$ cat config.mk
export PLATFORM = sky130hd
export DESIGN_NAME = ins_fetch_flat
export DESIGN_NICKNAME = d
export VERILOG_FILES = /design/src/rtl/ins_fetch_pkg.sv /design/src/rtl/ins_fetch_if.sv /design/src/rtl/ins_fetch_bht.sv /design/src/rtl/ins_fetch.sv /design/src/flat_wrapper.sv
export SDC_FILE = /design/constraint.sdc
export NUM_CORES = 1
export LEC_CHECK = 0
export BUFFER_PORTS_ARGS = -buffer_cell sky130_fd_sc_hd__buf_2
export CAP_MARGIN = 0
export CELL_PAD_IN_SITES_DETAIL_PLACEMENT = 0
export CELL_PAD_IN_SITES_GLOBAL_PLACEMENT = 1
export CORE_ASPECT_RATIO = 1.5
export CORE_MARGIN = 2
export CORE_UTILIZATION = 43
export DETAILED_ROUTE_END_ITERATION = 7
export MAX_ROUTING_LAYER = met4
export PLACE_DENSITY = 0.88
export SLEW_MARGIN = 0
export SYNTH_ARGS = -nofsm -noshare
export SYNTH_HDL_FRONTEND = slang
export SYNTH_SLANG_ARGS = --single-unit
$ cat constraint.sdc
create_clock -name clk_in -period 9.55 [get_ports clk_in]
set_input_delay 1.4325 -clock clk_in [delete_from_list [all_inputs] [get_ports clk_in]]
set_output_delay 1.4325 -clock clk_in [all_outputs]
set_load 0.1 [all_outputs]
$ cat src/rtl/ins_fetch_pkg.sv
// Shared types, opcode constants and prediction helpers for the instruction fetch unit.
package ins_fetch_pkg;

    // Branch history table geometry: BHT_SIZE entries indexed by BHT_R pc bits (pc[5:2]).
    localparam int BHT_SIZE = 16;
    localparam int BHT_R    = 4;

    // RV32 opcodes that change control flow.
    localparam logic [6:0] OP_BRANCH = 7'b1100011;
    localparam logic [6:0] OP_JAL    = 7'b1101111;
    localparam logic [6:0] OP_JALR   = 7'b1100111;

    typedef enum logic [2:0] {
        ST_FETCH,
        ST_WAIT_MEM,
        ST_HOLD,
        ST_WAIT_JALR,
        ST_DROP
    } fetch_state_t;

    // Outcome of predicting one fetched word.
    typedef struct packed {
        logic        jmp;      // predicted taken branch or jal
        logic        is_jalr;  // fetch must wait for the ROB to supply the target
        logic [31:0] next_pc;  // pc the fetcher continues from
        logic [31:0] another;  // the path not chosen
    } pred_t;

    function automatic logic [31:0] imm_b(input logic [31:0] word);
        return {{20{word[31]}}, word[7], word[30:25], word[11:8], 1'b0};
    endfunction

    function automatic logic [31:0] imm_j(input logic [31:0] word);
        return {{12{word[31]}}, word[19:12], word[20], word[30:21], 1'b0};
    endfunction

    function automatic pred_t predict(input logic [31:0] pc, input logic [31:0] word,
                                      input logic bht_taken);
        pred_t       p;
        logic [31:0] seq;
        seq       = pc + 32'd4;
        p.jmp     = 1'b0;
        p.is_jalr = 1'b0;
        p.next_pc = seq;
        p.another = seq;
        case (word[6:0])
            OP_BRANCH: begin
                if (bht_taken) begin
                    p.jmp     = 1'b1;
                    p.next_pc = pc + imm_b(word);
                end else begin
                    p.another = pc + imm_b(word);
                end
            end
            OP_JAL: begin
                p.jmp     = 1'b1;
                p.next_pc = pc + imm_j(word);
            end
            OP_JALR: begin
                p.is_jalr = 1'b1;
            end
            default: ;
        endcase
        return p;
    endfunction

endpackage

$ cat src/rtl/ins_fetch_if.sv
// Instruction-cache request/response bus between the fetcher and the icache.
interface ins_fetch_if;
    logic        ic_req;    // level request, held until ic_valid
    logic [31:0] ic_addr;   // stable while ic_req is high
    logic        ic_valid;  // one-cycle response pulse
    logic [31:0] ic_data;   // instruction word, valid with ic_valid

    modport master (output ic_req, output ic_addr, input ic_valid, input ic_data);
    modport slave  (input ic_req, input ic_addr, output ic_valid, output ic_data);
endinterface

$ cat src/rtl/ins_fetch_bht.sv
// Branch history table: 2-bit saturating counters, one lookup port and one update port.
// A lookup and an update of the same entry in one cycle returns the pre-update value.
module ins_fetch_bht
    import ins_fetch_pkg::*;
(
    input  logic             clk_in,
    input  logic             rst_in,
    input  logic             rdy_in,
    input  logic [BHT_R-1:0] lookup_idx,
    output logic             lookup_taken,
    input  logic             upd_en,
    input  logic [BHT_R-1:0] upd_idx,
    input  logic             upd_taken
);

    logic [1:0] cnt_reg  [BHT_SIZE];
    logic [1:0] cnt_next [BHT_SIZE];

    // Per-entry saturating increment/decrement when the update targets this entry.
    generate
        for (genvar gi = 0; gi < BHT_SIZE; gi++) begin : g_cnt
            assign cnt_next[gi] =
                !(upd_en && (upd_idx == BHT_R'(gi))) ? cnt_reg[gi] :
                upd_taken ? ((cnt_reg[gi] == 2'b11) ? 2'b11 : cnt_reg[gi] + 2'b01)
                          : ((cnt_reg[gi] == 2'b00) ? 2'b00 : cnt_reg[gi] - 2'b01);
        end
    endgenerate

    // Counter storage; every entry starts weakly not-taken.
    always_ff @(posedge clk_in or posedge rst_in) begin
        if (rst_in) begin
            for (int i = 0; i < BHT_SIZE; i++) cnt_reg[i] <= 2'b01;
        end else if (rdy_in) begin
            for (int i = 0; i < BHT_SIZE; i++) cnt_reg[i] <= cnt_next[i];
        end
    end

    assign lookup_taken = cnt_reg[lookup_idx][1];

endmodule

$ cat src/rtl/ins_fetch.sv
// Instruction fetch: issues icache requests, buffers one word, predicts the next pc
// with a small BHT, and offers the word to decode under backpressure and flushes.
module ins_fetch
    import ins_fetch_pkg::*;
(
    input  logic        clk_in,
    input  logic        rst_in,
    input  logic        rdy_in,
    ins_fetch_if.master ic,
    input  logic        f_stall,
    output logic        is_ins,
    output logic [31:0] ins_addr,
    output logic [31:0] ins,
    output logic        pred_jmp,
    output logic [31:0] pred_another,
    input  logic        rob_clear,
    input  logic [31:0] rob_new_pc,
    input  logic        br_upd,
    input  logic [31:0] br_upd_pc,
    input  logic        br_upd_taken
);

    fetch_state_t state_reg, state_next;
    logic [31:0]  pc_reg, pc_next;
    logic         buf_valid_reg, buf_valid_next;
    logic [31:0]  ins_reg, ins_next;
    logic [31:0]  ins_addr_reg, ins_addr_next;
    logic         pred_jmp_reg, pred_jmp_next;
    logic [31:0]  pred_another_reg, pred_another_next;
    logic [31:0]  next_pc_reg, next_pc_next;
    logic         is_jalr_reg, is_jalr_next;
    logic         ic_req_reg, ic_req_next;
    logic [31:0]  ic_addr_reg, ic_addr_next;

    logic         bht_taken;
    pred_t        pred;

    // Only the index bits of the committed branch pc select a counter.
    logic unused_upd_pc_bits;
    assign unused_upd_pc_bits = ^{br_upd_pc[31:6], br_upd_pc[1:0]};

    ins_fetch_bht u_bht (
        .clk_in       (clk_in),
        .rst_in       (rst_in),
        .rdy_in       (rdy_in),
        .lookup_idx   (pc_reg[5:2]),
        .lookup_taken (bht_taken),
        .upd_en       (br_upd),
        .upd_idx      (br_upd_pc[5:2]),
        .upd_taken    (br_upd_taken)
    );

    assign pred = predict(pc_reg, ic.ic_data, bht_taken);

    // Next-state and datapath decisions; everything holds unless a case below moves it.
    always_comb begin
        state_next        = state_reg;
        pc_next           = pc_reg;
        buf_valid_next    = buf_valid_reg;
        ins_next          = ins_reg;
        ins_addr_next     = ins_addr_reg;
        pred_jmp_next     = pred_jmp_reg;
        pred_another_next = pred_another_reg;
        next_pc_next      = next_pc_reg;
        is_jalr_next      = is_jalr_reg;
        ic_req_next       = ic_req_reg;
        ic_addr_next      = ic_addr_reg;

        is_ins = rdy_in && (state_reg == ST_HOLD) && buf_valid_reg && !f_stall && !rob_clear;

        if (rdy_in) begin
            if (rob_clear) begin
                pc_next        = rob_new_pc;
                buf_valid_next = 1'b0;
            end
            case (state_reg)
                ST_FETCH: begin
                    if (!rob_clear) begin
                        ic_req_next  = 1'b1;
                        ic_addr_next = pc_reg;
                        state_next   = ST_WAIT_MEM;
                    end
                end
                ST_WAIT_MEM: begin
                    if (ic.ic_valid) begin
                        ic_req_next = 1'b0;
                        if (rob_clear) begin
                            state_next = ST_FETCH;
                        end else begin
                            buf_valid_next    = 1'b1;
                            ins_next          = ic.ic_data;
                            ins_addr_next     = pc_reg;
                            pred_jmp_next     = pred.jmp;
                            pred_another_next = pred.another;
                            next_pc_next      = pred.next_pc;
                            is_jalr_next      = pred.is_jalr;
                            state_next        = ST_HOLD;
                        end
                    end else if (rob_clear) begin
                        state_next = ST_DROP;
                    end
                end
                ST_HOLD: begin
                    if (rob_clear) begin
                        state_next = ST_FETCH;
                    end else if (is_ins) begin
                        buf_valid_next = 1'b0;
                        pc_next        = next_pc_reg;
                        state_next     = is_jalr_reg ? ST_WAIT_JALR : ST_FETCH;
                    end
                end
                ST_WAIT_JALR: begin
                    if (rob_clear) state_next = ST_FETCH;
                end
                ST_DROP: begin
                    if (ic.ic_valid) begin
                        ic_req_next = 1'b0;
                        state_next  = ST_FETCH;
                    end
                end
                default: state_next = ST_FETCH;
            endcase
        end
    end

    // State and datapath registers.
    always_ff @(posedge clk_in or posedge rst_in) begin
        if (rst_in) begin
            state_reg        <= ST_FETCH;
            pc_reg           <= 32'd0;
            buf_valid_reg    <= 1'b0;
            ins_reg          <= 32'd0;
            ins_addr_reg     <= 32'd0;
            pred_jmp_reg     <= 1'b0;
            pred_another_reg <= 32'd0;
            next_pc_reg      <= 32'd0;
            is_jalr_reg      <= 1'b0;
            ic_req_reg       <= 1'b0;
            ic_addr_reg      <= 32'd0;
        end else begin
            state_reg        <= state_next;
            pc_reg           <= pc_next;
            buf_valid_reg    <= buf_valid_next;
            ins_reg          <= ins_next;
            ins_addr_reg     <= ins_addr_next;
            pred_jmp_reg     <= pred_jmp_next;
            pred_another_reg <= pred_another_next;
            next_pc_reg      <= next_pc_next;
            is_jalr_reg      <= is_jalr_next;
            ic_req_reg       <= ic_req_next;
            ic_addr_reg      <= ic_addr_next;
        end
    end

    assign ic.ic_req    = ic_req_reg;
    assign ic.ic_addr   = ic_addr_reg;
    assign ins          = ins_reg;
    assign ins_addr     = ins_addr_reg;
    assign pred_jmp     = pred_jmp_reg;
    assign pred_another = pred_another_reg;

endmodule

$ cat src/flat_wrapper.sv
// flat-port wrapper written by rule: the top's interface ports become plain ports
module ins_fetch_flat import ins_fetch_pkg::*;
  (clk_in, rst_in, rdy_in, f_stall, is_ins, ins_addr, ins, pred_jmp, pred_another, rob_clear, rob_new_pc, br_upd, br_upd_pc, br_upd_taken, ic_ic_req, ic_ic_addr, ic_ic_valid, ic_ic_data);
  ins_fetch_if ic_i ();
  input  logic clk_in;
  input  logic rst_in;
  input  logic rdy_in;
  input  logic f_stall;
  output logic is_ins;
  output logic [31:0] ins_addr;
  output logic [31:0] ins;
  output logic pred_jmp;
  output logic [31:0] pred_another;
  input  logic rob_clear;
  input  logic [31:0] rob_new_pc;
  input  logic br_upd;
  input  logic [31:0] br_upd_pc;
  input  logic br_upd_taken;
  output wire logic [$bits(ic_i.ic_req)-1:0] ic_ic_req;
  output wire logic [$bits(ic_i.ic_addr)-1:0] ic_ic_addr;
  input wire logic [$bits(ic_i.ic_valid)-1:0] ic_ic_valid;
  input wire logic [$bits(ic_i.ic_data)-1:0] ic_ic_data;
  assign ic_ic_req = ic_i.ic_req;
  assign ic_ic_addr = ic_i.ic_addr;
  assign ic_i.ic_valid = ic_ic_valid;
  assign ic_i.ic_data = ic_ic_data;
  ins_fetch u_core (.clk_in(clk_in), .rst_in(rst_in), .rdy_in(rdy_in), .ic(ic_i), .f_stall(f_stall), .is_ins(is_ins), .ins_addr(ins_addr), .ins(ins), .pred_jmp(pred_jmp), .pred_another(pred_another), .rob_clear(rob_clear), .rob_new_pc(rob_new_pc), .br_upd(br_upd), .br_upd_pc(br_upd_pc), .br_upd_taken(br_upd_taken));
endmodule
==> results.md <==
* CP Data Required Time at 8.12 ns
* Vias/cell at 5.78
* Layout net count at 1901
* GRT busiest layer: met2
* ANT nets after route at 0
* Count of warnings emitted by yosys at 0
* Worst setup EP type: output pin
* Status: completed
* Final slew viol count at 0
* Hold Path Class: reg -> reg
* Post-synthesis net count at 1761
* Post-cts resize count at 0
* Sequential share of the synthesized area at 0.413
* Final min period at 4.66 ns
* Reg2reg start: u_core.pc_reg[4]
* Worst Hold Launch: u_core.ins[31]
* Slew @ Worst Pin at 1.04 ns
* Synth top area cells: dfrtp_1 38%, nand2_1 8.7%, a21oi_1 4.4%
* Initial DRC count at 829
* Reg-to-reg endpoint: u_core.next_pc_reg[31]
* CP Buf/Inv Count at 4
* Top_reg_cell synth: dfrtp_1
* R2R depth at 7
* Max VDD drop at 0.000277 V
* Startpoint Class: input port
* Initial core utilization at 0.437
* First drt pass iteration count at 5
* Met3 GRT Util at 0.0383
* Die area at 33800 um^2
* Die width at 151 um
* Die H at 224 um
* Post-synth EDFFs at 0
* CTS Hold Bufs at 0
* Post-synthesis register bit count at 229
* Cell leakage power at 7.17 nW
* TritonCTS clock tree: yes
* WL final at 42.5 mm
* Clock slew at reported path FFs at 0.06 ns
* WHS Endpoint: u_core.ins[31]
* Hold path depth at 2
* Hpwl dp at 29.3 mm
* Power per cell area at 364 nW/um^2
* Clock skew at 0.0216 ns
* Largest net degree at the start of global routing at 98
* Hold Violations, Final at 0
* Met2 usage at 0.414
* Top cell type's share of synthesized area at 0.383
* M1 GR Usage at 0.314
* Slew Limit Headroom at 0.303
* RSZ-0062 raised after global routing: no
* Arr. time, crit path at 3.22 ns
* Post-layout worst setup margin at 4.89 ns
* Slowest stage delay, CP at 0.71 ns
* Std cell rows at 80
* Distinct cells, synth at 93
* Final setup viols at 0
* Placer Congestion at 0.944
* Top Ports at 235
* Routed WL per cell at 19.5 um
* Most frequent cell after synthesis: nand2_1
* H-tree depth at 1
* Post-CTS Setup Repair Bufs at 0
* DP Worst Slack at 4.79 ns
* Share of cells above drive strength 1 at 0.203
* Post-synthesis async set-or-reset flop share at 1.00
* Max clock buf depth at 3
* Commonest cells post-synth: 322 x nand2_1, 213 x dfrtp_1, 142 x nor2_1
* Initial antenna violation count at 1
* Final core occ at 0.498
* CORE AREA at 31800 um^2
* Number of port buffers at 206
* Maxcap violations at 0
* Area growth, synth to finish at 14.0%
* Total GRT Usage at 0.255
* CTS buffer count at 24
* Reg-to-reg slack, setup at 5.57 ns
* First-pass GRT wire length at 66.4 mm
* Syn_area_per_cell at 8.64 um^2
* CTS sink cnt at 229
* Final worst path period share at 0.488
* DRC at 0
* Yosys top cell by area: dfrtp_1
* Vias in the first global route at 12151
* Crit Path Class: in -> out
* Clock Latency Late Sink at 0.55 ns
* Synth Instances at 1611
* CP most frequent cell: buf_2
* Vias post-DR at 12588
* TNS Setup at 0 ns
* Global route total overflow at 0
* PnR Total Power at 5.77 mW
* Largest delay contributor family on the critical path: buffers and inverters
* Fmax at 215 MHz
* CTS root buf: clkbuf_16
* Synthesized cell area at 13900 um^2
* Worst-path fanout max at 39
* CP cell instances: buf_2 > nand4_1 > buf_4 > inv_1 > buf_2
* Critical Path Slowest Stage Cell: buf_2
metrics by stage:
| stage | std cells | instance area, um^2 | hold WS [ns] |
|---|---|---|---|
| detailed placement | 2135 | 15000 | 0.458 |
| CTS | 2177 | 15900 | 0.473 |
| global route | 2178 | 15900 | 0.485 |
| finish | 2178 | 15900 | 0.468 |
| floorplan | 1611 | 13900 | 0.450 |
| global placement | 2135 | 15000 | 0.453 |
power breakdown:
group	switching [mW]	total (mW)	internal [mW]
logic	2.61	3.21	0.592
registers	0.235	1.56	1.32
clock network	0.411	1.01	0.597
total	3.26	5.77	2.51
per-layer routing:
layer / vias up / share of wire
met5: - / 0
met4: 0 / 0.046
met3: 89 / 0.056
met1: 6104 / 0.41
met2: 408 / 0.49
li1: 5987 / -
how the worst max path moves through the flow:
stage	cells after the start	start	endpoint	slack, ns
after global placement	11	ic_ic_data[21]	u_core.next_pc_reg[31]	4.81
after floorplan	1	rst_in	u_core.buf_valid_reg	1.87
after detailed placement	11	ic_ic_data[21]	u_core.next_pc_reg[31]	4.79
after global routing	5	rdy_in	is_ins	4.80
after CTS	5	rdy_in	is_ins	4.89
final	5	rdy_in	is_ins	4.89
cells by family (layout without fill, tap and decap cells):
family / Yosys count / after routing / synth area share
fa+ha+maj: 46 / 46 / 0.0424
mux: 57 / 57 / 0.0479
compound gates: 438 / 438 / 0.202
other cells: 0 / 1 / 0
simple gates: 642 / 642 / 0.205
flops: 229 / 229 / 0.413
xor+xnor: 69 / 69 / 0.0434
buf+inv: 130 / 286 / 0.0462
worst register-to-register path, stage by stage, from the launching register on:
cell and delay, ns:
dfrtp_1 0.79, mux4_2 0.59, mux2i_1 0.22, mux2i_2 0.19
nand2_2 0.59, nand2_1 0.74, o21ba_2 0.42, o32a_1 0.34
cells in the final DEF (no fill, tap or decap), drive strengths merged, types with 8 or more instances in the layout:
cell    Yosys  final
a21oi     124    124
o21a       14     14
o22ai      45     45
nor3       39     39
and3       12     12
nor2      142    142
buf        33    220
ha         44     44
o21ai     118    118
nand2b      9      9
or3         8      8
dfstp      16     16
dfrtp     213    213
nand2     325    325
clkbuf     73     30
and4        9      9
mux2i      19     19
nand3      32     32
a211oi     18     18
a221oi     11     11
xnor2      41     41
a31oi      16     16
nand4      18     18
o211ai     10     10
mux2       34     34
or2        11     11
nor2b       9      9
inv        23     24
xor2       28     28
a21o       23     23
and2       11     11
cell type report:
| type | count | area, um^2 |
|---|---|---|
| fillers | 3073 | 16000 |
| multi-input cells | 1252 | 7530 |
| flip-flops and latches | 229 | 5750 |
| repair buffers | 220 | 1140 |
| clock buffers | 30 | 654 |
| well taps | 410 | 513 |
| clock inverters | 12 | 181 |
| inverters | 24 | 100 |
| diodes | 1 | 2.50 |
(Power assumes the default switching activity.)
